File: src/rtl/fifo_pkg.sv
// Shared helpers for the fifo_ring family: pointer wrap-around and width sizing.
// Kept free of power-of-2 assumptions so any DEPTH >= 2 works.
package fifo_pkg;

    function automatic int unsigned cnt_width(input int unsigned depth);
        return $clog2(depth + 1);
    endfunction

    function automatic int unsigned ptr_width(input int unsigned depth);
        return (depth > 2) ? $clog2(depth) : 1;
    endfunction

    // Compare-and-wrap rather than masking, so non-power-of-2 depths wrap correctly.
    function automatic int unsigned ptr_next(input int unsigned ptr, input int unsigned depth);
        return (ptr >= depth - 1) ? 0 : ptr + 1;
    endfunction

endpackage

File: src/rtl/fifo_ptr.sv
// Wrap-around pointer for fifo_ring: counts 0..DEPTH-1 and returns to 0.
// Used once for the read side and once for the write side.
module fifo_ptr
    import fifo_pkg::*;
#(
    parameter int unsigned DEPTH = 4,
    localparam int unsigned PW = ptr_width(DEPTH)
) (
    input  logic          clk,
    input  logic          reset,
    input  logic          inc,
    output logic [PW-1:0] ptr
);

    always_ff @(posedge clk) begin
        if (reset) begin
            ptr <= '0;
        end else if (inc) begin
            ptr <= PW'(ptr_next(32'(ptr), DEPTH));
        end
    end

endmodule

File: src/rtl/fifo_ring.sv
// Parametrised single-clock FIFO with fill count, threshold flags, sticky error flags
// and a circular mode in which every pop re-appends the popped (or replacement) word.
module fifo_ring
    import fifo_pkg::*;
#(
    parameter int unsigned WIDTH         = 32,
    parameter int unsigned DEPTH         = 4,
    parameter bit          FWFT          = 1'b1,
    parameter int unsigned AFULL_THRESH  = DEPTH - 1,
    parameter int unsigned AEMPTY_THRESH = 1,
    localparam int unsigned CW = cnt_width(DEPTH),
    localparam int unsigned PW = ptr_width(DEPTH)
) (
    input  logic             clk,
    input  logic             reset,
    input  logic             circular,
    input  logic             write,
    input  logic [WIDTH-1:0] datain,
    input  logic             read,
    output logic [WIDTH-1:0] dataout,
    output logic             dataout_valid,
    output logic             empty,
    output logic             full,
    output logic             almost_empty,
    output logic             almost_full,
    output logic [CW-1:0]    count,
    output logic             overflow,
    output logic             underflow,
    input  logic             clear_err
);

    logic [WIDTH-1:0] mem [DEPTH];

    logic [PW-1:0]    rd_ptr;
    logic [PW-1:0]    wr_ptr;
    logic [CW-1:0]    count_q, count_d;
    logic             empty_q, empty_d;
    logic             full_q, full_d;
    logic             aempty_q, aempty_d;
    logic             afull_q, afull_d;
    logic             overflow_q, overflow_d;
    logic             underflow_q, underflow_d;

    logic             rd_ok;
    logic             circ_pop;
    logic             wr_ok;
    logic             mem_we;
    logic             ovf_ev;
    logic             unf_ev;
    logic [WIDTH-1:0] head;
    logic [WIDTH-1:0] mem_wdata;

    assign head = mem[rd_ptr];

    always_comb begin
        rd_ok    = read & ~empty_q;
        circ_pop = circular & rd_ok;
        // In a circular pop the write port only selects the replacement word.
        wr_ok    = write & (~full_q | rd_ok) & ~circ_pop;
        mem_we   = wr_ok | circ_pop;
        mem_wdata = (circ_pop & ~write) ? head : datain;
        ovf_ev   = write & ~wr_ok & ~circ_pop;
        unf_ev   = read & empty_q;

        count_d = count_q;
        if (!circ_pop) begin
            if (wr_ok && !rd_ok) begin
                count_d = count_q + CW'(1);
            end else if (rd_ok && !wr_ok) begin
                count_d = count_q - CW'(1);
            end
        end

        empty_d  = (count_d == '0);
        full_d   = (count_d == CW'(DEPTH));
        aempty_d = (32'(count_d) <= AEMPTY_THRESH);
        afull_d  = (32'(count_d) >= AFULL_THRESH);

        // A new error on the same edge as clear_err keeps the flag set.
        overflow_d  = (overflow_q & ~clear_err) | ovf_ev;
        underflow_d = (underflow_q & ~clear_err) | unf_ev;
    end

    fifo_ptr #(
        .DEPTH(DEPTH)
    ) u_rd_ptr (
        .clk  (clk),
        .reset(reset),
        .inc  (rd_ok),
        .ptr  (rd_ptr)
    );

    fifo_ptr #(
        .DEPTH(DEPTH)
    ) u_wr_ptr (
        .clk  (clk),
        .reset(reset),
        .inc  (mem_we),
        .ptr  (wr_ptr)
    );

    always_ff @(posedge clk) begin
        if (mem_we && !reset) begin
            mem[wr_ptr] <= mem_wdata;
        end
    end

    always_ff @(posedge clk) begin
        if (reset) begin
            count_q     <= '0;
            empty_q     <= 1'b1;
            full_q      <= 1'b0;
            aempty_q    <= 1'b1;
            afull_q     <= 1'b0;
            overflow_q  <= 1'b0;
            underflow_q <= 1'b0;
        end else begin
            count_q     <= count_d;
            empty_q     <= empty_d;
            full_q      <= full_d;
            aempty_q    <= aempty_d;
            afull_q     <= afull_d;
            overflow_q  <= overflow_d;
            underflow_q <= underflow_d;
        end
    end

    assign count        = count_q;
    assign empty        = empty_q;
    assign full         = full_q;
    assign almost_empty = aempty_q;
    assign almost_full  = afull_q;
    assign overflow     = overflow_q;
    assign underflow    = underflow_q;

    generate
        if (FWFT) begin : g_fwft
            assign dataout       = empty_q ? '0 : head;
            assign dataout_valid = ~empty_q;
        end else begin : g_reg
            logic [WIDTH-1:0] dout_q;
            logic             dvalid_q;

            always_ff @(posedge clk) begin
                if (reset) begin
                    dout_q   <= '0;
                    dvalid_q <= 1'b0;
                end else begin
                    dvalid_q <= rd_ok;
                    if (rd_ok) begin
                        dout_q <= head;
                    end
                end
            end

            assign dataout       = dout_q;
            assign dataout_valid = dvalid_q;
        end
    endgenerate

endmodule
File: config.mk
export PLATFORM = sky130hd
export DESIGN_NAME = fifo_ring
export DESIGN_NICKNAME = d
export VERILOG_FILES = /design/src/rtl/fifo_pkg.sv /design/src/rtl/fifo_ptr.sv /design/src/rtl/fifo_ring.sv
export SDC_FILE = /design/constraint.sdc
export NUM_CORES = 1
export LEC_CHECK = 0
export ABC_AREA = 1
export CELL_PAD_IN_SITES_DETAIL_PLACEMENT = 2
export CELL_PAD_IN_SITES_GLOBAL_PLACEMENT = 2
export CORE_AREA = 3 3 114 171
export CTS_BUF_LIST = sky130_fd_sc_hd__clkbuf_2
export CTS_CLUSTER_DIAMETER = 50
export CTS_CLUSTER_SIZE = 40
export DETAILED_ROUTE_END_ITERATION = 8
export DIE_AREA = 0 0 117 174
export PLACE_DENSITY_LB_ADDON = 0.05
export REMOVE_ABC_BUFFERS = 1
export SYNTH_ARGS = -nofsm -noshare
export SYNTH_HDL_FRONTEND = slang
export SYNTH_SLANG_ARGS = --single-unit
File: constraint.sdc
create_clock -name clk -period 2.6 [get_ports clk]
set_input_delay 0.26 -clock clk [delete_from_list [all_inputs] [get_ports clk]]
set_output_delay 0.26 -clock clk [all_outputs]
set_load 0.02 [all_outputs]
# == Word-level counts from Yosys, hierarchy flattened ==
# Memory sizes are Yosys's and may differ from the RTL's. A register that Yosys moved wholly into a read port is not among the register bits.
# Cells that the tools add are included.
# Widths: inputs -> output; s select.
# op_classes
magnitude_cmp,4
eq_ne,1
mux,11
bitwise_logic,20
reduce_logical,7
add_sub_neg,4
# ops
cell,n
$mux 32,2
$and 1x1->1,10
$mux 3,3
$mux 2,4
$not 1->1,6
$add 2x1->2 const B,2
$ge 2x2->1 const B,2
$or 1x1->1,4
$add 3x1->3 const B,1
$eq 3x3->1 const B,1
$ge 3x2->1 const B,1
$le 3x1->1 const B,1
$logic_and 1x1->1,3
$logic_not 1->1,3
$logic_not 3->1,1
$sub 3x1->3 const B,1
$mux 1,2
# word_totals
memories,1
mem_bits_rw,128
reg_bits,13
output_inout_bits,42
in_bits,38
word_cells,57
# memory_table
name,depth,width,rd,rd_clocked_by_memory_dff,wr,line,text
mem,4,32,1,1,1,fifo_ring.sv:32,logic [WIDTH-1:0] mem [DEPTH];

# == Longest topological paths before layout ==
# Gate-level depths: netlist (run 1).
# logic_depth
ltp_word,11
mapped_depth,11
ltp_nobuf,10

# == Cells and area by module ==
# A second synthesis (run 1) with hierarchy kept.
# hier_totals
cells_unflattened,519
area_unflattened_um2,5979.5
# modules_own_cells
module,seq_area_each_um2,area_per_inst_um2,instances,cells_each
fifo_ring,4023.9,5779.3,1,491
fifo_ptr,40.0,100.1,2,14

# == Worst setup path before layout (run 1) ==
# OpenSTA, ideal clock, no wires.
# synth_path
path_kind,reg2reg
start,"reg empty_q, in the netlist empty"
end,mem mem[3][0] (enable)
setup_ps,421
required_ps,2179
path_stages_with_launch,9
arrival_time_ps,2407
path_buffers,1
slack_ps,-228
synth_period_minus_slack_ps,2828
cell_sequence,dfxtp_1 buf_6 inv_6 nand2_4 a21oi_1 nor2_1 inv_1 nand2_1 nor2_1
# synth_between
elab_chain_len,9
word_cells_on_any_way,11
classes_between,2 x mux; 8 x bitwise; 1 x reduce/logical
# synth_lines
element,line,text
from (decl),fifo_ring.sv:37,"logic empty_q, empty_d;"
from (signal assigned),fifo_ring.sv:119,empty_q <= empty_d;
$not 1->1 (*),n/a,
named net dataout_valid,fifo_ring.sv:21,"output logic dataout_valid,"
$and 1x1->1 (*),fifo_ring.sv:56,rd_ok = read & ~empty_q;
$or 1x1->1 or $and 1x1->1 (tied branches),"fifo_ring.sv:59, fifo_ring.sv:57",
$and 1x1->1 or $not 1->1 (tied branches),fifo_ring.sv:59,wr_ok = write & (~full_q | rd_ok) & ~circ_pop;
$and 1x1->1,fifo_ring.sv:59,
$or 1x1->1 (*),fifo_ring.sv:60,mem_we = wr_ok | circ_pop;
$logic_and 1x1->1 (*),fifo_ring.sv:103,if (mem_we && !reset) begin
$mux 1 (*),fifo_ring.sv:103,
$mux 1 (not written as such) (*),fifo_ring.sv:104,mem[wr_ptr] <= mem_wdata;
to (decl),fifo_ring.sv:32,
# The timed path passes the listed nets; every way through them passes the cells marked *.

==> results of run 1 <==
[metal layers]
metal / share of wire / vias up / global-route usage
li1: - / 2042 / -
met1: 0.39 / 2168 / 0.185
met2: 0.56 / 73 / 0.322
met3: 0.029 / 21 / 0.0428
met4: 0.020 / 2 / 0.0521
met5: 0.00077 / - / 0
[registers in the layout, indices dropped and copies added (netlist names), 2 cells and up, named ones only]
name / count
u_wr_ptr.ptr: 2
count: 3
mem: 128
u_rd_ptr.ptr: 2
[kinds of logic after synthesis]
| group | synth area share |
|---|---|
| simple gates | 0.143 |
| flops | 0.678 |
| compound gates | 0.118 |
| buf+inv | 0.0450 |
| fa+ha+maj | 0.0143 |
| xor+xnor | 0.00143 |
[how the worst max path moves through the flow]
stage | end | slack, ps
after global placement | mem[2][25] | -150
after CTS | dataout[3] | 40
after global routing | dataout[26] | -50
after detailed placement | mem[3][27] | -250
after floorplan | mem[3][0] | -550
final | dataout[26] | 180
[cells in the mapped netlist]
cell      count
nand2_1     147
edfxtp_1    128
nor2_1       47
a21oi_1      38
a32o_1       32
o21ai_0      28
inv_1        20
buf_2        15
dfxtp_1      15
o21ai_1       9
ha_1          7
clkbuf_1      6
nand2_2       6
buf_4         4
buf_6         4
inv_2         4
nand3_1       4
nand2_4       2
nor2_2        2
o211a_1       2
clkinv_1      1
inv_6         1
nand3_4       1
nand4_1       1
nor2_4        1
nor2_8        1
o21ai_2       1
xor2_1        1
[critical path, cell delays in order, from the launching register on]
cell	delay [ps]
dfxtp_4	430
inv_6	140
buf_4	220
a21oi_1	60
a32o_1	220
nor2_1	100
clkdlybuf4s15_1	310
[cell type report]
type                       instances  share of cell area
sequential                       143               0.558
multi-input combinational        330               0.232
timing repair buffer              97               0.116
tap                              217              0.0365
clock inverter                    12              0.0282
inverter                          26              0.0148
clock buffer                      20              0.0135
timing repair inverter             1            0.000504
antenna                            1            0.000336
[per-stage QoR]
step	setup slack (ps)	utilization	instance area (um2)	TNS, ps
2_1_floorplan	-553	-	5940	-88210
3_3_place_gp	-152	0.401	7220	-17480
3_5_place_dp	-249	0.401	7220	-29640
4_1_cts	38.1	0.417	7520	0
5_1_grt	-45.2	0.413	7440	-45.2
6_report	182	0.413	7440	0
[layout by cell type, fill, tap and decap left out, types with 9 or more instances in the layout]
cell,n
a21oi_1,38
a32o_1,32
buf_4,9
clkbuf_2,46
clkdlybuf4s50_1,47
dfxtp_1,12
edfxtp_1,128
inv_1,20
nand2_1,146
nor2_1,43
o21ai_0,28
o21ai_1,9
[what timing repair did]
action,in CTS,in global routing
setup endpoints to repair,33,89
gates resized for setup,40,60
cloned,1,0
[power groups by stage]
| stage | Sequential [uW] | Clock (uW) | Combinational [uW] |
|---|---|---|---|
| 2_1_floorplan | 3000 | 0 | 1120 |
| 3_3_place_gp | 2880 | 0 | 2220 |
| 3_5_place_dp | 2900 | 0 | 2280 |
| 4_1_cts | 2860 | 1630 | 2190 |
| 5_1_grt | 2880 | 1730 | 2340 |
| 6_report | 2850 | 1570 | 2100 |
==> results.md, run 1 <==
* Status: completed
* Max-slew violations at 0
* First-pass GRT wire length at 26.4 mm
* Number of fillers in the final layout at 1923
* CTS H-Tree Depth at 4
* Final Skew at 42.0 ps
* Synth top area share at 0.628
* Clock power share at 0.241
* Worst EP arrival at roughly 2200 ps
* Post-Layout Cell Count at 847
* F_max at 414 MHz
* Setup Fix Bufs, Post-CTS at 0
* DIE WIDTH at 117 um
* Power consumption at ~6500 uW
* Flop pwr share at 0.437
* Die area at between 20000 and 25000 um2
* Comb power frac at 0.322
* Clk sinks at about 140
* Min Tclk post-route at 2420 ps
* Internal power at 4240 uW
* Fin crit share at 0.930
* WL final at ~17 mm
* Max cap viols at 0
* Vert. Die Dim at about 170 um
* Mapped Cells at between 500 and 600
* Vias per inst at between 5 and 6
* CP required at 2340 ps
* Root Buffer: clkbuf_2
* Worst Hold End: underflow
* Row count at 60
* Share of cells above drive strength 1 at 0.165
* Initial antenna violation count at 2
* DR WL/cell at 19.9 um
* #FFs+latches synth at 143
* Number of global-route vias before repair at 4944
* Total CTS buffers at 17
* Unrepaired setup endpoints after global routing: yes
* Post-route DRC at 0
* Setup Viol. Count Final at 0
* Crit Path Max Fanout at 12
* R2R Setup Slk at 280 ps
* R2R cell count at 7
* Remaining global-route overflow at 0
* Initial DRC Count at 160
* Core area at 18000 um2
* Reg2Reg Launch Point: empty
* Hold Path Cell Cnt at 4
* I/O Buffers at 79
* Worst-path clk slew at 240 ps
* Slew margin rel. at 0.216
* Tightest Pin Transition at 1170 ps
* CTS tree: done
* Crit path launch type: register
* Power Density at roughly 880 nW/um2
* Static leakage at 0.00286 uW
* Register area share after synthesis at 0.678
* Multi-input logic area at 1730 um2
* Critical path type: register to output pin
* CP Capture Type: output pin
* Clk_lat worst skew at 680 ps
* Mean Syn Cell Area at 11.6 um2
* Starting Density at 0.339
* Top cells by area, synth: edfxtp_1 63%, nand2_1 9.0%, a32o_1 5.2%
* Register area at 4150 um2
* Cell count after placement at 813
* Hold Path Origin: clear_err
* Switch share at 0.350
* Global-route usage over all layers at 0.172
* Hold_buf cts at 0
* Vias at 4306
* Fin. Hold Viols at 0
* Reg2Reg Capture Point: mem[3][9]
* GPL Wtd Cong at around 0.76
* Hold slack at approximately 200 ps
* Dpl hpwl at 11.1 mm
* First-pass DRT Iterations at 4
* Final net count at 661
* Largest net degree at the start of global routing at 41
* Cell variety after synth at 28
* Net Sw Power at 2290 uW
* Area Growth Syn to Fin at 21.7%
* Hold Crit Class: primary input to register
* Post-route ant nets at 0
* Ports at 80
* Mapped cell area at between 6000 and 7000 um2
* Longest Clk Path Bufs at 2
* Yosys warns at 0
* Max VDD drop at 0.367 mV
* Biggest area consumer among synthesized cells: edfxtp_1
(Power assumes the default switching activity.)
==> run 2: changes to the inputs <==
- HOLD_SLACK_MARGIN: not set -> 0.05
==> results of run 2 <==
No change in the layout: final DEF, timing and power equal those of run 1.
==> run 3: changes to the inputs <==
- REMOVE_ABC_BUFFERS: 1 -> not set
==> run 3 against run 2 <==
Net effect: global-route usage fell by 0.13 points; sequential power barely moved; clock skew down 1.7 ps; worst hold slack better by 7.5 ps; non-clock buffer count up 5; sequential cell count stayed put; utilization hardly changed; maximum frequency decreased by 0.59%; count of clock-buffer cells in the layout decreased by 3; clock power decreased by 27%; largest cell class unchanged; highest routed layer is now met4; combinational power barely moved; die area unchanged.
==> results.md, run 3 (synthesis results as in run 1) <==
* Die area at 20400 um2 (unchanged)
* CTS tree: done (unchanged)
* Global-route usage over all layers at 0.171 (was 0.172)
* I/O Buffers at 79 (unchanged)
* CP required at 2340 ps (about the same)
* DIE WIDTH at 117 um (unchanged)
* Post-place setup slack at 306 ps (was -249 ps)
* Root Buffer: clkbuf_2 (unchanged)
* Final Skew at 40.3 ps (was 42.0 ps)
* Most frequent cells in the layout: 147 x nand2_1, 128 x edfxtp_1, 47 x clkdlybuf4s50_1 (was 146 x nand2_1, 128 x edfxtp_1, 47 x clkdlybuf4s50_1)
* Worst-path clk slew at 220 ps (was 240 ps)
* GPL Wtd Cong at 0.695 (was 0.758)
* First-pass GRT wire length at 26.5 mm (was 26.4 mm)
* Total CTS buffers at 17 (unchanged)
* Area Growth Syn to Fin at 21.8% (was 21.7%)
* Row count at 60 (unchanged)
* Biggest register: mem (unchanged)
* Post-route DRC at 0 (unchanged)
* Clk_lat worst skew at 670 ps (was 680 ps)
* F_max at 411 MHz (was 414 MHz)
* Setup ws final at 167 ps (was 182 ps)
* Power Density at 820 nW/um2 (was 878 nW/um2)
* Min Tclk post-route at 2430 ps (was 2420 ps)
* Ports at 80 (unchanged)
* First-pass DRT Iterations at 4 (unchanged)
* Vias per inst at 5.09 (was 5.08)
* Max VDD drop at 0.367 mV (about the same)
* Setup Viol. Count Final at 0 (unchanged)
* Initial antenna violation count at 1 (was 2)
* Dpl hpwl at 10.9 mm (was 11.1 mm)
* Max-slew violations at 0 (unchanged)
* Critical path type: register to output pin (unchanged)
* Hold_buf cts at 0 (unchanged)
* Starting Density at 0.339 (unchanged)
* Cell count after placement at 815 (was 813)
* Number of flip-flops in the largest register at 128 (unchanged)
* Crit Path Max Fanout at 23 (was 12)
* Post-route ant nets at 0 (unchanged)
* Share of cells above drive strength 1 at 0.160 (was 0.165)
* Initial DRC Count at 157 (was 160)
* Status: completed (unchanged)
* CTS H-Tree Depth at 4 (unchanged)
* Static leakage at 0.00284 uW (was 0.00286 uW)
* Fin crit share at 0.936 (was 0.930)
* Longest Clk Path Bufs at 2 (unchanged)
* Max cap viols at 0 (unchanged)
* Syn Nets at 573
* Post-Layout Cell Count at 849 (was 847)
* Fin. Hold Viols at 0 (unchanged)
* Vert. Die Dim at 174 um (unchanged)
* Hold Crit Class: primary input to register (unchanged)
* WL final at 16.4 mm (was 16.9 mm)
* Final net count at 665 (was 661)
* Core area at 18000 um2 (unchanged)
* Tightest Pin Transition at 513 ps (was 1170 ps)
* DR WL/cell at 19.3 um (was 19.9 um)
* Unrepaired setup endpoints after global routing: no (was yes)
* Number of global-route vias before repair at 4903 (was 4944)
* Remaining global-route overflow at 0 (unchanged)
* Slew margin rel. at 0.655 (was 0.216)
* Crit path launch type: register (unchanged)
* Clk sinks at 143 (unchanged)
* Largest net degree at the start of global routing at 39 (was 41)
* CP Capture Type: output pin (unchanged)
* Worst EP arrival at 2170 ps (was 2160 ps)
* Most common cell after layout, fill and taps aside: nand2_1 (unchanged)
* Vias at 4320 (was 4306)
==> run 3: cell types whose count changed in the layout (fill, tap and decap cells not counted), moves of 2 or more <==
cell and delta:
clkdlybuf4s15_2 +3, clkdlybuf4s15_1 +3, buf_6 -3, clkbuf_2 -11, clkinv_4 -2, buf_2 +2, bufinv_16 -4, buf_4 +3
clkinv_2 +4, clkinvlp_4 +2, buf_12 +4
==> run 3: where the power goes <==
group	internal, uW	switching (uW)	total [uW]	leakage, uW
Clock	337	799	1140	0.000123
Combinational	795	1340	2130	0.00143
Sequential	2740	96.1	2840	0.00129
==> run 3: path summary, 6_finish.rpt <==
path / endpoint / start / cells after the start / slack [ps]
max reg2reg: mem[1][1] / empty / 6 / 690
min: overflow / clear_err / 4 / 210
max: dataout[5] / register / 6 / 170
min reg2reg: overflow / overflow / 2 / 480
==> run 3: layout make-up <==
type | instances | area [um2]
diodes | 1 | 2.50
clock buffers | 17 | 85.1
clock inverters | 13 | 116
fillers | 1892 | 10600
inverters | 26 | 103
multi-input cells | 330 | 1730
flip-flops and latches | 143 | 4150
well taps | 217 | 272
repair buffers | 102 | 993
==> run 3: critical path: stages (launching register included) <==
cell and delay [ps]:
dfxtp_4 420, inv_2 170, buf_12 210, nand2_1 70, a32o_1 250, nor2_1 100
clkdlybuf4s15_1 310
==> run 3: routing by layer <==
| metal | GRT usage | share of wire | vias up |
|---|---|---|---|
| met3 | 0.0300 | 0.026 | 14 |
| met2 | 0.330 | 0.59 | 67 |
| met5 | 0 | 0 | - |
| met4 | 0.0445 | 0.011 | 0 |
| met1 | 0.186 | 0.38 | 2180 |
| li1 | - | - | 2059 |
==> run 3: repair_timing <==
action,in CTS,in global routing
setup buffers,2,0
endpoints found under the setup margin,32,20
gates cloned,1,0
gates resized for setup,55,37
==> run 3: through the flow <==
stage,cell area (um2),hold WS (ps),util,setup TNS [ps],total power [uW]
floorplan,6120,329,-,-29240,4200
global placement,7290,452,0.405,0,5090
detailed placement,7290,463,0.405,0,5170
CTS,7510,120,0.417,0,6260
global route,7450,145,0.413,0,6540
finish,7450,212,0.413,0,6110
